[config.mk]
export PLATFORM = sky130hd
export DESIGN_NAME = i2s_tx_serializer
export DESIGN_NICKNAME = d
export VERILOG_FILES = /design/src/rtl/i2s_tx_pkg.sv /design/src/rtl/i2s_tx_fifo2.sv /design/src/rtl/i2s_tx_serializer.sv
export SDC_FILE = /design/constraint.sdc
export NUM_CORES = 1
export LEC_CHECK = 0
export CORE_MARGIN = 1
export CORE_UTILIZATION = 40
export DETAILED_ROUTE_END_ITERATION = 6
export DONT_BUFFER_PORTS = 1
export PLACE_DENSITY_LB_ADDON = 0.12
export SLEW_MARGIN = 10
export SYNTH_ARGS = -nofsm -noshare
export SYNTH_HDL_FRONTEND = slang
export SYNTH_SLANG_ARGS = --single-unit
export TNS_END_PERCENT = 20
[constraint.sdc]
create_clock -name clk_i -period 3.35 [get_ports clk_i]
set_input_delay 0.67 -clock clk_i [delete_from_list [all_inputs] [get_ports clk_i]]
set_output_delay 0.67 -clock clk_i [all_outputs]
set_load 0.1 [all_outputs]
[src/rtl/i2s_tx_pkg.sv]
// Shared types and constants for the I2S transmit serializer.
package i2s_tx_pkg;

    typedef enum logic [2:0] {
        IDLE,
        SYNC,
        DELAY,
        SHIFT,
        PAD
    } tx_state_e;

    localparam logic MODE_I2S  = 1'b0;
    localparam logic MODE_LJ   = 1'b1;
    localparam int   BUF_DEPTH = 2;
    localparam int   BUF_CNT_W = $clog2(BUF_DEPTH + 1);

endpackage

[src/rtl/i2s_tx_fifo2.sv]
// Two-entry input buffer with valid/ready push, explicit pop and flush.
// Entry 0 is always the head, so the head word is a plain register output.
module i2s_tx_fifo2 import i2s_tx_pkg::*; #(
    parameter int DATA_W = 32
) (
    input  logic              clk_i,
    input  logic              rst_i,
    input  logic              flush_i,
    input  logic              push_i,
    input  logic [DATA_W-1:0] data_i,
    input  logic              pop_i,
    output logic [DATA_W-1:0] head_o,
    output logic              full_o,
    output logic              empty_o
);

    logic [DATA_W-1:0]    slot0;
    logic [DATA_W-1:0]    slot1;
    logic [BUF_CNT_W-1:0] count;
    logic                 push_ok;
    logic                 pop_ok;

    assign full_o  = (count == BUF_CNT_W'(BUF_DEPTH));
    assign empty_o = (count == '0);
    assign head_o  = slot0;
    assign push_ok = push_i & ~full_o;
    assign pop_ok  = pop_i & ~empty_o;

    // Storage and occupancy; a simultaneous push/pop only occurs with one entry held.
    always_ff @(posedge clk_i) begin
        if (rst_i || flush_i) begin
            count <= '0;
            slot0 <= '0;
            slot1 <= '0;
        end else begin
            case ({push_ok, pop_ok})
                2'b10: begin
                    if (empty_o) slot0 <= data_i;
                    else         slot1 <= data_i;
                    count <= count + BUF_CNT_W'(1);
                end
                2'b01: begin
                    slot0 <= slot1;
                    count <= count - BUF_CNT_W'(1);
                end
                2'b11: begin
                    slot0 <= data_i;
                end
                default: ;
            endcase
        end
    end

endmodule

[src/rtl/i2s_tx_serializer.sv]
// I2S / left-justified transmit serializer, MSB first, aligned to WS edges.
// Optional feature macro: I2S_TX_UNDERRUN_REPEAT_EN (replay last word on underrun).
//
// state | meaning
// IDLE  | disabled, buffer flushed, sd_o low
// SYNC  | enabled, waiting for first WS edge
// DELAY | one-bit I2S delay before the MSB
// SHIFT | word being shifted out, busy_o high
// PAD   | word finished, sd_o low until next WS edge
module i2s_tx_serializer import i2s_tx_pkg::*; #(
    parameter int DATA_W = 32
) (
    input  logic              clk_i,
    input  logic              rst_i,
    input  logic              cfg_en_i,
    input  logic              cfg_mode_i,
    input  logic [4:0]        cfg_word_size_i,
    input  logic              ws_i,
    input  logic [DATA_W-1:0] data_i,
    input  logic              data_valid_i,
    output logic              data_ready_o,
    output logic              sd_o,
    output logic              busy_o,
    output logic              underrun_o
);

    tx_state_e         state;
    tx_state_e         state_nx;
    logic              ws_d;
    logic              ws_edge;
    logic [DATA_W-1:0] shreg;
    logic [4:0]        cnt;
    logic [4:0]        cnt_m1;
    logic              load;
    logic              sd_nx;
    logic [DATA_W-1:0] fifo_head;
    logic              fifo_full;
    logic              fifo_empty;
    logic              push;
    logic              pop;
    logic [DATA_W-1:0] load_word;

    assign ws_edge      = ws_i ^ ws_d;
    assign cnt_m1       = cnt - 5'd1;
    assign data_ready_o = cfg_en_i & ~fifo_full & ~rst_i;
    assign push         = data_valid_i & data_ready_o;
    assign pop          = load & ~fifo_empty;

    i2s_tx_fifo2 #(.DATA_W(DATA_W)) u_fifo (
        .clk_i   (clk_i),
        .rst_i   (rst_i),
        .flush_i (~cfg_en_i),
        .push_i  (push),
        .data_i  (data_i),
        .pop_i   (pop),
        .head_o  (fifo_head),
        .full_o  (fifo_full),
        .empty_o (fifo_empty)
    );

`ifdef I2S_TX_UNDERRUN_REPEAT_EN
    logic [DATA_W-1:0] last_word;

    // Remember the last word taken from the buffer; forgotten when disabled.
    always_ff @(posedge clk_i) begin
        if (rst_i || !cfg_en_i) last_word <= '0;
        else if (pop)           last_word <= fifo_head;
    end

    assign load_word = fifo_empty ? last_word : fifo_head;
`else
    assign load_word = fifo_empty ? '0 : fifo_head;
`endif

    // State register.
    always_ff @(posedge clk_i) begin
        if (rst_i) state <= IDLE;
        else       state <= state_nx;
    end

    // Next-state logic; a WS edge in SYNC, SHIFT or PAD always opens a new slot.
    always_comb begin
        state_nx = state;
        if (!cfg_en_i) begin
            state_nx = IDLE;
        end else begin
            unique case (state)
                IDLE:  state_nx = SYNC;
                SYNC, PAD: begin
                    if (ws_edge) state_nx = (cfg_mode_i == MODE_I2S) ? DELAY : SHIFT;
                end
                DELAY: state_nx = SHIFT;
                SHIFT: begin
                    if (ws_edge)          state_nx = (cfg_mode_i == MODE_I2S) ? DELAY : SHIFT;
                    else if (cnt == 5'd0) state_nx = PAD;
                end
                default: state_nx = IDLE;
            endcase
        end
    end

    // Output/control decode: slot load strobe, next serial bit, status flags.
    always_comb begin
        load  = 1'b0;
        sd_nx = 1'b0;
        if (cfg_en_i && !rst_i) begin
            unique case (state)
                SYNC, PAD: begin
                    if (ws_edge && cfg_mode_i == MODE_LJ) load = 1'b1;
                end
                DELAY: load = 1'b1;
                SHIFT: begin
                    if (ws_edge) begin
                        if (cfg_mode_i == MODE_LJ) load = 1'b1;
                    end else if (cnt != 5'd0) begin
                        sd_nx = shreg[cnt_m1];
                    end
                end
                default: ;
            endcase
        end
        // The MSB goes straight to sd_o at load so it appears one cycle later.
        if (load) sd_nx = load_word[cfg_word_size_i];
    end

    assign busy_o     = (state == SHIFT);
    assign underrun_o = load & fifo_empty;

    // Datapath: WS history, shift register, bit counter and registered serial output.
    always_ff @(posedge clk_i) begin
        if (rst_i) begin
            ws_d  <= 1'b0;
            sd_o  <= 1'b0;
            shreg <= '0;
            cnt   <= 5'd0;
        end else begin
            ws_d <= ws_i;
            sd_o <= sd_nx;
            if (load) begin
                shreg <= load_word;
                cnt   <= cfg_word_size_i;
            end else if (state == SHIFT && cnt != 5'd0) begin
                cnt <= cnt_m1;
            end
        end
    end

endmodule

* Word level (Yosys, flattened, before mapping)
Index checks and enable logic that the tools add are counted.
** Operators by class
- Add/sub/neg operators :: 3
- Order comparisons :: 2
- Eq/ne operators :: 11
- Mux-type cells :: 25
- Bitwise operators :: 12
- Reductions and logical operators :: 17
** Operators with widths (count)
- one-hot mux 32 bit (3 select lines) :: 1
- two-way mux 32 bit :: 2
- < comparator 5 x 6 -> 1 bit (second input constant) :: 2
- two-way mux 1 bit :: 12
- one-hot mux 3 bit (4 select lines) :: 1
- binary-select mux 1 bit (select 5 bit) :: 2
- two-way mux 5 bit :: 2
- two-way mux 3 bit :: 3
- bitwise AND 1 bit :: 7
- == test 2 bit (second input constant) :: 3
- == test 3 x 2 -> 1 bit (second input constant) :: 2
- AND reduction 2 bit :: 3
- logical NOT 5 bit :: 1
- nonzero test 5 bit :: 1
- subtractor 5 x 1 -> 5 bit (second input constant) :: 1
- != test 2 bit (second input constant) :: 2
- NOT 1 bit :: 4
- one-hot mux 2 bit (2 select lines) :: 1
- nonzero test 2 bit :: 2
- OR reduction 2 bit :: 2
- == test 3 x 1 -> 1 bit (second input constant) :: 1
- == test 3 bit (second input constant) :: 1
- logical AND 1 bit :: 3
- logical NOT 3 bit :: 1
- other kinds (10) :: 10
** Storage, ports and cells
- Flip-flop bits (word level) :: 108
- Input port bits :: 43
- Word-level logic and storage cells :: 78

* Longest topological paths before layout
Gate-level depths: netlist of the first run.
- Depth after elaboration :: 10
- Gate-level depth with buffers :: 12
- Depth with buffers taken out :: 9

* Hierarchy
A second synthesis of the first run with hierarchy kept.
** Unflattened totals
- Cell total of the unflattened synthesis :: 593
- Area total of the unflattened synthesis :: 5465.2 sq um
** Modules (own cells, without submodules)
- i2s_tx_fifo2 :: instances 1, cells each 307, area each 2895.3 sq um, sequential area each 1321.3 sq um
- i2s_tx_serializer :: instances 1, cells each 286, area each 2570.0 sq um, sequential area each 840.8 sq um

* Worst setup path after synthesis of the first run
No wires, ideal clock.
- Kind :: input to register
- Start point :: in rst_i
- End point :: reg u_fifo.slot0[10], in the netlist u_fifo.head_o[10]
- Arrival :: 3.913 ns
- Setup slack :: -0.648 ns
- Stages on the path :: 9
- Path through :: nand2b_1 clkbuf_1 a21oi_1 nand2_1 ha_1 clkbuf_1 clkbuf_1 mux2i_1 a211oi_1
** On the way
- Elaborated cells on any way between the ends :: 17
- Classes of those cells :: 4 x eq/ne; 2 x mux; 6 x bitwise; 5 x reduce/logical
** RTL lines
- start, declared :: RTL line i2s_tx_serializer.sv:14 : input logic rst_i,
- NOT 1 bit * :: RTL line i2s_tx_serializer.sv:45 : assign data_ready_o = cfg_en_i & ~fifo_full & ~rst_i;
- bitwise AND 1 bit * :: RTL line i2s_tx_serializer.sv:45
- via data_ready_o :: RTL line i2s_tx_serializer.sv:21 : output logic data_ready_o,
- bitwise AND 1 bit * :: RTL line i2s_tx_serializer.sv:46 : assign push = data_valid_i & data_ready_o;
- bitwise AND 1 bit * :: RTL line i2s_tx_fifo2.sv:26 : assign push_ok = push_i & ~full_o;
- == test 2 bit / == test 2 x 1 -> 1 bit (equally long branches) :: RTL line i2s_tx_fifo2.sv:36 : case ({push_ok, pop_ok})
- != test 2 bit (no source line) / nonzero test 3 bit (equally long branches)
- AND reduction 2 bit (no source line)
- end signal, assigned :: RTL line i2s_tx_fifo2.sv:38 : if (empty_o) slot0 <= data_i;
- end signal, assigned :: RTL line i2s_tx_fifo2.sv:43 : slot0 <= slot1;
- end signal, assigned :: RTL line i2s_tx_fifo2.sv:47 : slot0 <= data_i;
- end, declared :: RTL line i2s_tx_fifo2.sv:17 : logic [DATA_W-1:0] slot0;
The timed path passes the listed nets; every way through them passes the cells marked *.
A chain may end at the register's enable or synchronous reset.

* Worst setup path after layout of the first run
- Start point :: reg ws_d
- End point :: out underrun_o
** On the way
- Longest elaborated chain between the ends :: 6
- Elaborated cells on any way between the ends :: 7
- Classes of those cells :: 4 x mux; 2 x bitwise; 1 x reduce/logical
** RTL lines
- start, declared :: RTL line i2s_tx_serializer.sv:29 : logic ws_d;
- start signal, assigned :: RTL line i2s_tx_serializer.sv:137 : ws_d <= ws_i;
- XOR 1 bit * :: RTL line i2s_tx_serializer.sv:43 : assign ws_edge = ws_i ^ ws_d;
- logical AND 1 bit :: RTL line i2s_tx_serializer.sv:109 : if (ws_edge && cfg_mode_i == MODE_LJ) load = 1'b1;
- two-way mux 1 bit :: RTL line i2s_tx_serializer.sv:109
- one-hot mux 1 bit (3 select lines) * :: RTL line i2s_tx_serializer.sv:107 : unique case (state)
- two-way mux 1 bit * :: RTL line i2s_tx_serializer.sv:106 : if (cfg_en_i && !rst_i) begin
- bitwise AND 1 bit * :: RTL line i2s_tx_serializer.sv:127 : assign underrun_o = load & fifo_empty;
- end, declared :: RTL line i2s_tx_serializer.sv:24 : output logic underrun_o
Every way passes the cells marked *; elsewhere a longest branch is shown, timed or not.

==> results of run 1 <==
==> power by group through the flow <==
| stage | registers (W) | logic, W | clock network [W] |
|---|---|---|---|
| after floorplan | 0.00133 | 0.000119 | 0 |
| after global placement | 0.00134 | 0.000131 | 0 |
| after detailed placement | 0.00134 | 0.000133 | 0 |
| after CTS | 0.00131 | 0.000134 | 0.00115 |
| after global routing | 0.00131 | 0.000147 | 0.00120 |
| final | 0.00131 | 0.000133 | 0.00112 |
==> sequential cells by signal (all words and copies together), names as in the netlist <==
name	cells
ws_d	1
sd_o	1
state	3
u_fifo.slot1	32
u_fifo.head_o	32
cnt	5
u_fifo.count	2
shreg	32
==> how the worst max path moves through the flow <==
| stage | end |
|---|---|
| 2_1_floorplan | underrun_o |
| 4_1_cts | underrun_o |
| 5_1_grt | underrun_o |
| 3_5_place_dp | u_fifo.slot1[20] |
| 6_report | underrun_o |
| 3_3_place_gp | u_fifo.slot1[31] |
==> routing by layer <==
layer  global-route usage [%]  wire length [um]  vias to the layer above
li1                         -                 -                     1979
met1                     27.0              5690                     1816
met2                     29.8              5280                       93
met3                     5.37               536                        7
met4                     4.82                87                        0
met5                        0                 0                        -
==> metrics by stage <==
stage	cells	setup TNS [ns]
4_1_cts	723	0
6_report	723	0
5_1_grt	723	0
2_1_floorplan	574	-0.180
3_5_place_dp	707	0
3_3_place_gp	707	0
==> placed cells by master (no fill, tap or decap), types with 5 or more instances in the layout <==
cell         n
dfxtp_1    108
o22ai_1      5
inv_1        8
xor2_1       5
mux2i_1     39
clkbuf_16    9
nand2_1    107
nor2b_1      5
buf_4       12
a21oi_1     73
nand3_1     35
a211oi_1    38
o21ai_0      5
nor2_1      38
mux4_2      15
==> critical path: cells and delay by family, from the launching register on <==
| family | cells | cell delay [ns] |
|---|---|---|
| flops | 1 | 0.33 |
| buf+inv | 2 | 0.39 |
| compound gates | 2 | 0.40 |
| xor+xnor | 1 | 0.32 |
| simple gates | 1 | 0.17 |
==> final cells by class <==
class	instances	share of cell area [%]
clock buffers	11	4.62
inverters	8	0.548
flip-flops and latches	108	39.5
repair buffers	15	2.74
well taps	168	3.84
multi-input cells	408	47.6
clock inverters	5	1.21
==> Yosys cell counts (all sizes together), types with 8 or more instances <==
cell type / number / area [um2]
nand2: 107 / 402
dfxtp: 108 / 2160
a21oi: 75 / 379
mux4: 15 / 338
clkbuf: 35 / 131
a211oi: 38 / 285
nand3: 36 / 193
inv: 8 / 30.0
mux2i: 39 / 390
buf: 15 / 72.6
nor2: 39 / 146
==> logic make-up (layout without fill, tap and decap cells) <==
group / Yosys count / after routing / share of synthesized area (%)
simple gates: 205 / 205 / 18.0
compound gates: 139 / 139 / 17.4
flops: 108 / 108 / 43.4
buf+inv: 58 / 39 / 4.69
mux: 54 / 54 / 14.6
xor+xnor: 7 / 7 / 1.23
fa+ha+maj: 3 / 3 / 0.753
==> results.tsv, run 1 <==
metric	value	unit
status	finished, final reports clean	
CP arrival	1.96	ns
DP Area	5150	um2
Critical Path Source Type	register	
row count	40	
post-CTS sizing	0	
P_leak	1.66	nW
internal power	0.00198	W
final hold vios	0	
Initial Util	41.3	%
Seq pwr share	51.1	%
Total GRT Usage	19.4	%
Clk Latency, worst-skew pair	0.35	ns
chip width	114	um
nets	596	
DRT Wirelength	11600	um
Mapped Area	4990	um2
drt first pass iters	4	
CP Max Fanout	4	
Hold Path Class	in2reg	
dpl ws	0.434	ns
vias in the first global route	3741	
Clock transition at path regs	0.07	ns
Setup WS post-layout	0.715	ns
layout cell share with drive strength beyond 1	10.3	%
hold buffer count at cts	0	
FF-to-FF End	u_fifo.head_o[9]	
residual DRC count	0	
flop-to-flop setup slack	0.84	ns
R2R Path Start	state[2]	
slowest CP cell	dfxtp_1	
Hold Crit Start	rst_i	
minimum clock period	2.63	ns
Seq/Total Area, Yosys	43.4	%
vias per cell	5.39	
CTS Buf Count	9	
PD cells	468	nW/um2
Comb power frac	5.2	%
clock skew	0.00687	ns
Worst Setup SP	ws_d	
RSZ-0062 raised after global routing	false	
# Post-CTS Setup Buffers	0	
Filler cells	1220	
average cell area after synthesis	8.69	um2
Switching Share	22.9	%
required time of the critical path	2.68	ns
Synth Flop Type	dfxtp_1	
worst-case clock buffer depth	2	
buffers added on ports	0	
Syn. warnings	0	
fin. max-slew vios	0	
total grt overflow	0	
Sw Pwr	0.000585	W
cell depth of the worst flop-to-flop path	9	
H-tree levels	3	
final instance area	5480	um2
EDFF count, synth	0	
CP Cell Sequence	xor2_1 -> a31oi_1 -> buf_4 -> a21o_1 -> nor2_2 -> buf_12	
hold depth	1	
via count	3895	
multi-input gate area in the final layout	2600	um2
final setup fails	0	
max_cap viols	0	
die footprint	12900	um2
worst vdd ir	0.424	mV
ys async rst share	0	%
WHS	0.386	ns
drt wl/cell	16.0	um
Iteration-0 DRC Markers	245	
Root Driver	clkbuf_16	
Sink Count	108	
Peak Freq	0.380	GHz
largest net degree at the start of global routing	67	
HPWL Detailed	7850	um
Cells after Synth	574	
top-level I/O count	47	
area taken by flip-flops and latches	2160	um2
part of the cycle the worst path needs	78.6	%
Yosys cell types	44	
Final Util	45.4	%
Final ANT Viol Nets	0	
initial antenna violation count	0	
Worst Path Class, Setup	reg2out	
# diodes	0	
worst-margin pin slew	0.929	ns
placer congestion estimate	0.802	
core box area	12100	um2
max incr delay on CP	0.33	ns
Die Height	114	um
overall power	0.00256	W
first-pass GRT wire length	19400	um
CTS tree	done	
relative slew slack	38.0	%
flops & latches, synth	108	
Layout Area Growth over Synthesis	9.78	%
CP Capture Type	output pin	
post-synthesis net count	620	
hold path endpoint	cnt[4]	
Clk pwr share	43.7	%
No activity file was read; power rests on OpenSTA's default activity.
==> run 2, diff against run 1 <==
--- a/config.mk
+++ b/config.mk
@@ -5,6 +5,7 @@
 export SDC_FILE = /design/constraint.sdc
 export NUM_CORES = 1
 export LEC_CHECK = 0
+export ABC_AREA = 1
 export CORE_MARGIN = 1
 export CORE_UTILIZATION = 40
 export DETAILED_ROUTE_END_ITERATION = 6
==> constraint.sdc (replaced) <==
create_clock -name clk_i -period 2.5 [get_ports clk_i]
set_input_delay 0.5 -clock clk_i [delete_from_list [all_inputs] [get_ports clk_i]]
set_output_delay 0.5 -clock clk_i [all_outputs]
set_load 0.1 [all_outputs]
==> run 2 against run 1 <==
Net effect: cell count increased by 29%; count of clock-buffer cells in the layout is the same; area after synthesis is 10% higher; first-iteration DRC count is 8.2% higher; clock power is 30% higher; combinational power grew 130%; global-route usage fell by 0.33 points.
==> results.tsv, run 2 <==
metric	value	unit	change
residual DRC count	0		unchanged
Seq pwr share	50.0	%	was 51.1%
Die Height	119	um	was 114 um
Clk Latency, worst-skew pair	0.36	ns	was 0.35 ns
RSZ-0062 raised after global routing	false		unchanged
Buf/Inv on CP	2		unchanged
drt first pass iters	5		was 4
max_cap viols	0		unchanged
CP delay by family, top	simple AND/OR/NAND/NOR gates		was compound AO/OA/AOI/OAI gates
Iteration-0 DRC Markers	265		was 245
total grt overflow	0		unchanged
part of the cycle the worst path needs	88.4	%	
core box area	13300	um2	was 12,100 um2
placer congestion estimate	0.807		was 0.802
commonest cells after routing, fill and taps aside	108 x nand2_1, 108 x dfxtp_1, 93 x nor2_1		was 108 x dfxtp_1, 107 x nand2_1, 73 x a21oi_1
worst vdd ir	0.327	mV	was 0.424 mV
hold buffer count at cts	0		unchanged
Comb power frac	8.7	%	was 5.2%
Yosys cell types	36		was 44
CP arrival	1.71	ns	was 1.96 ns
layout cell share with drive strength beyond 1	13.2	%	was 10.3%
Critical Path Source Type	register		unchanged
Final ANT Viol Nets	0		unchanged
worst-case clock buffer depth	2		unchanged
HPWL Detailed	8760	um	was 7850 um
global route hottest layer	met2		unchanged
CTS tree	done		unchanged
Layout Area Growth over Synthesis	6.61	%	was 9.78%
P_leak	2.30	nW	was 1.66 nW
synth cell count leaders	108 x dfxtp_1, 108 x nand2_1, 94 x nor2_1, 85 x o21ai_0, 76 x inv_1		was 108 x dfxtp_1, 107 x nand2_1, 74 x a21oi_1, 39 x mux2i_1, 39 x nor2_1
Peak Freq	0.452	GHz	
required time of the critical path	2.00	ns	was 2.68 ns
row count	42		was 40
CP Capture Type	output pin		unchanged
clock skew	0.00523	ns	was 0.00687 ns
post-CTS sizing	0		unchanged
worst-margin pin slew	0.622	ns	was 0.929 ns
drt wl/cell	13.6	um	was 16.0 um
top cell type's share of synthesized area	39.4	%	was 43.4%
minimum clock period	2.21	ns	
EDFF count, synth	0		unchanged
# diodes	0		unchanged
slowest CP cell	dfxtp_1		unchanged
# Post-CTS Setup Buffers	0		unchanged
buffers added on ports	0		unchanged
Global Route met1 Usage	25.7	%	was 27.0%
largest net degree at the start of global routing	70		was 67
Total GRT Usage	19.1	%	was 19.4%
Clk pwr share	41.3	%	was 43.7%
post-synthesis net count	825		was 620
GR Util met2	29.6	%	was 29.8%
PD cells	605	nW/um2	was 468 nW/um2
vias in the first global route	4528		was 3,741
CTS Buf Count	9		unchanged
Clock transition at path regs	0.07	ns	about the same
status	finished, final reports clean		unchanged
flops & latches, synth	108		unchanged
Worst Path Class, Setup	reg2out		unchanged
ys async rst share	0	%	unchanged
internal power	0.00267	W	was 0.00198 W
CP Cell Sequence	inv_2 -> nand3_1 -> nand2_2 -> nand3_2 -> nand2_4 -> nand2_4 -> nor2_2 -> buf_12		was xor2_1 -> a31oi_1 -> buf_4 -> a21o_1 -> nor2_2 -> buf_12
Seq/Total Area, Yosys	39.4	%	was 43.4%
Sw Pwr	0.000870	W	was 0.000585 W
via count	4729		was 3,895
fin. max-slew vios	0		unchanged
Filler cells	1406		was 1,220
CP Max Fanout	5		was 4
DP Area	5550	um2	was 5150 um2
Setup TNS	0	ns	unchanged
first-pass GRT wire length	21800	um	was 19,400 um
met3 usage	4.07	%	was 5.37%
die footprint	14200	um2	was 12,900 um2
final instance area	5850	um2	was 5480 um2
H-tree levels	3		unchanged
chip width	119	um	was 114 um
initial antenna violation count	0		unchanged
Hold Path Class	in2reg		unchanged
vias per cell	5.05		was 5.39
Sink Count	108		unchanged
top-level I/O count	47		unchanged
leading post-synthesis cells by cell area	dfxtp_1 39%, o21ai_0 7.8%, nand2_1 7.4%, nand3_1 6.7%, nor2_1 6.4%		was dfxtp_1 43%, nand2_1 8.1%, mux2i_1 7.8%, a21oi_1 7.4%, mux4_2 6.8%
final setup fails	0		unchanged
max incr delay on CP	0.33	ns	about the same
nets	801		was 596
average cell area after synthesis	7.04	um2	was 8.69 um2
Cells after Synth	779		was 574
Syn. warnings	0		unchanged
Root Driver	clkbuf_16		unchanged
CP most frequent cell	nand2_4		
Synth Flop Type	dfxtp_1		unchanged
Mapped Area	5490	um2	was 4990 um2
DRT Wirelength	12700	um	was 11,600 um
Yosys top cell by area	dfxtp_1		unchanged
relative slew slack	58.6	%	was 38.0%
Initial Util	41.3	%	about the same
Switching Share	24.6	%	was 22.9%
final hold vios	0		unchanged
-- run 2: area by class of cell --
class / instances / area [um2] / share of cell area, %
clock buffer: 11 / 253 / 4.32
clock inverter: 5 / 50.0 / 0.855
inverter: 87 / 335 / 5.73
multi-input combinational: 536 / 2700 / 46.1
sequential: 108 / 2160 / 37.0
tap: 176 / 220 / 3.76
timing repair buffer: 13 / 135 / 2.31
-- run 2: layer usage --
layer	vias to the layer above	part of all wire, %
met5	-	0
met4	0	2.1
li1	2461	-
met2	94	44
met3	16	4.5
met1	2158	49
-- run 2: power groups by stage --
stage / Combinational (W) / Sequential [W] / Clock (W)
4_1_cts: 0.000312 / 0.00177 / 0.00150
6_report: 0.000309 / 0.00177 / 0.00146
5_1_grt: 0.000350 / 0.00177 / 0.00158
3_3_place_gp: 0.000307 / 0.00181 / 0
2_1_floorplan: 0.000263 / 0.00181 / 0
3_5_place_dp: 0.000310 / 0.00181 / 0
-- run 2: path summary, 6_finish.rpt --
| kind | endpoint | slack (ns) | cells after the start | from |
|---|---|---|---|---|
| setup / recovery | underrun_o | 0.29 | 8 | state[2] |
| hold / removal | shreg[24] | 0.21 | 1 | rst_i |
| setup reg to reg | u_fifo.count[1] | 0.50 | 14 | state[2] |
| hold reg to reg | shreg[21] | 0.46 | 2 | shreg[21] |
-- run 2: through the flow --
stage	setup WS (ns)	utilization, %	cells	hold slack, ns	total power (W)
global placement	0.466	41.7	920	0.437	0.00212
detailed placement	0.443	41.7	920	0.448	0.00212
CTS	0.266	44.0	936	0.195	0.00358
floorplan	0.0700	-	779	0.424	0.00207
global route	0.174	44.0	936	0.196	0.00370
finish	0.289	44.0	936	0.212	0.00354
-- run 2: kinds of logic after synthesis --
logic type	Yosys count	share of synthesized area, %
AO/OA/AOI/OAI	198	18.8
XOR/XNOR	4	0.775
adder cells (fa/ha/maj)	3	0.684
buffers and inverters	135	11.6
flip-flops	108	39.4
AND/OR/NAND/NOR	331	28.8
==> run 3, diff against run 2 <==
--- a/config.mk
+++ b/config.mk
@@ -6,11 +6,13 @@
 export NUM_CORES = 1
 export LEC_CHECK = 0
 export ABC_AREA = 1
+export CORE_ASPECT_RATIO = 0.9
 export CORE_MARGIN = 1
 export CORE_UTILIZATION = 40
 export DETAILED_ROUTE_END_ITERATION = 6
 export DONT_BUFFER_PORTS = 1
 export PLACE_DENSITY_LB_ADDON = 0.12
+export RECOVER_POWER = 50
 export SLEW_MARGIN = 10
 export SYNTH_ARGS = -nofsm -noshare
 export SYNTH_HDL_FRONTEND = slang
==> run 3 against run 2 <==
Net effect: wire length is 2.0% higher; flip-flop and latch count did not move; final area decreased by 0.71%; total power rose by 0.91%; fmax down 2.6%; sequential power barely moved; worst setup slack worse by 0.058 ns; via count up 1.4%; critical path type unchanged.
==> results.tsv, run 3 (synthesis gave the netlist of run 2 again) <==
metric	value	unit	change
RSZ-0062 raised after global routing	false		unchanged
Worst Setup SP	state[1]		was state[2]
Sw Pwr	0.000918	W	was 0.000870 W
layout cell share with drive strength beyond 1	12.2	%	was 13.2%
DP Area	5540	um2	was 5550 um2
# Post-CTS Setup Buffers	0		unchanged
cell depth of the worst flop-to-flop path	11		was 14
CP arrival	1.77	ns	was 1.71 ns
vias per cell	5.17		was 5.05
top-level I/O count	47		unchanged
core box area	13400	um2	was 13,300 um2
clock skew	0.00617	ns	was 0.00523 ns
Iteration-0 DRC Markers	386		was 265
Clk pwr share	42.0	%	was 41.3%
CTS Buf Count	9		unchanged
HPWL Detailed	8940	um	was 8760 um
chip width	125	um	was 119 um
nets	801		unchanged
final setup fails	0		unchanged
die footprint	14200	um2	about the same
Seq pwr share	49.5	%	was 50.0%
Hold Crit Start	rst_i		unchanged
Die Height	113	um	was 119 um
Hold Path Class	in2reg		unchanged
minimum clock period	2.27	ns	was 2.21 ns
CP Max Fanout	15		was 5
Root Driver	clkbuf_16		unchanged
Critical Path Source Type	register		unchanged
H-tree levels	3		unchanged
commonest non-fill, non-tap cell in the layout	nand2_1		
largest net degree at the start of global routing	70		unchanged
buffers added on ports	0		unchanged
worst-margin pin slew	1.15	ns	was 0.622 ns
worst vdd ir	0.468	mV	was 0.327 mV
residual DRC count	0		unchanged
row count	40		was 42
via count	4795		was 4,729
Initial Util	41.1	%	was 41.3%
drt first pass iters	5		unchanged
max_cap viols	0		unchanged
Setup TNS	0	ns	unchanged
internal power	0.00265	W	was 0.00267 W
initial antenna violation count	0		unchanged
first-pass GRT wire length	21800	um	about the same
hold depth	1		unchanged
required time of the critical path	2.00	ns	about the same
hold buffer count at cts	0		unchanged
fin. max-slew vios	0		unchanged
Sink Count	108		unchanged
relative slew slack	23.4	%	was 58.6%
R2R Path Start	ws_d		was state[2]
total grt overflow	0		unchanged
post-CTS sizing	0		unchanged
Clk Latency, worst-skew pair	0.36	ns	about the same
PD cells	615	nW/um2	was 605 nW/um2
vias in the first global route	4474		was 4,528
Total GRT Usage	19.4	%	was 19.1%
Final ANT Viol Nets	0		unchanged
Switching Share	25.7	%	was 24.6%
Peak Freq	0.441	GHz	was 0.452 GHz
Comb power frac	8.5	%	was 8.7%
Layout Area Growth over Synthesis	5.86	%	was 6.61%
Clock transition at path regs	0.07	ns	about the same
CTS tree	done		unchanged
DRT Wirelength	13000	um	was 12,700 um
CP Capture Type	output pin		unchanged
final hold vios	0		unchanged
Worst Path Class, Setup	reg2out		unchanged
# diodes	0		unchanged
P_leak	2.28	nW	was 2.30 nW
drt wl/cell	14.0	um	was 13.6 um
status	finished, final reports clean		unchanged
worst-case clock buffer depth	2		unchanged
placer congestion estimate	0.819		was 0.807
commonest cells after routing, fill and taps aside	109 x nand2_1, 108 x dfxtp_1, 100 x o21ai_0		was 108 x nand2_1, 108 x dfxtp_1, 93 x nor2_1
part of the cycle the worst path needs	90.8	%	was 88.4%
final instance area	5810	um2	was 5850 um2
run 3: worst paths after layout:
path	slack, ns	to
min	0.20	ws_d
max reg2reg	0.30	u_fifo.head_o[28]
min reg2reg	0.46	shreg[21]
max	0.23	underrun_o
run 3: power by group through the flow:
| stage | clock (W) | sequential [W] | combinational (W) |
|---|---|---|---|
| global route | 0.00160 | 0.00177 | 0.000345 |
| finish | 0.00150 | 0.00177 | 0.000305 |
| global placement | 0 | 0.00181 | 0.000305 |
| CTS | 0.00155 | 0.00177 | 0.000311 |
| detailed placement | 0 | 0.00181 | 0.000310 |
| floorplan | 0 | 0.00181 | 0.000263 |
run 3: layout make-up:
cell class | instances | area (um2)
clock buffers | 10 | 239
clock inverters | 6 | 72.6
fillers | 1375 | 7550
inverters | 87 | 335
multi-input cells | 536 | 2670
flip-flops and latches | 108 | 2160
well taps | 168 | 210
repair buffers | 13 | 123
run 3: per-layer routing:
layer  track usage, %  up-vias  share of wire, %
met4             5.12        0              0.98
li1                 -     2456                 -
met1             26.7     2236                51
met5                0        -                 0
met3             4.96       12               4.2
met2             30.0       91                44
run 3: critical path: stages (launching register included):
cell and delay [ns]:
dfxtp_1 0.39, nand3_1 0.19, nand2_2 0.15, nand3_2 0.09
nand2_4 0.08, nand2_4 0.11, nor2_2 0.20, buf_12 0.20
run 3: stage by stage:
stage | cells | setup WS, ns | hold WS, ns | power (W) | util [%]
global route | 928 | 0.0734 | 0.186 | 0.00371 | 43.5
floorplan | 779 | 0.0700 | 0.424 | 0.00207 | -
detailed placement | 912 | 0.401 | 0.447 | 0.00212 | 41.4
finish | 928 | 0.231 | 0.200 | 0.00357 | 43.5
global placement | 912 | 0.469 | 0.439 | 0.00211 | 41.4
CTS | 928 | 0.214 | 0.186 | 0.00362 | 43.8
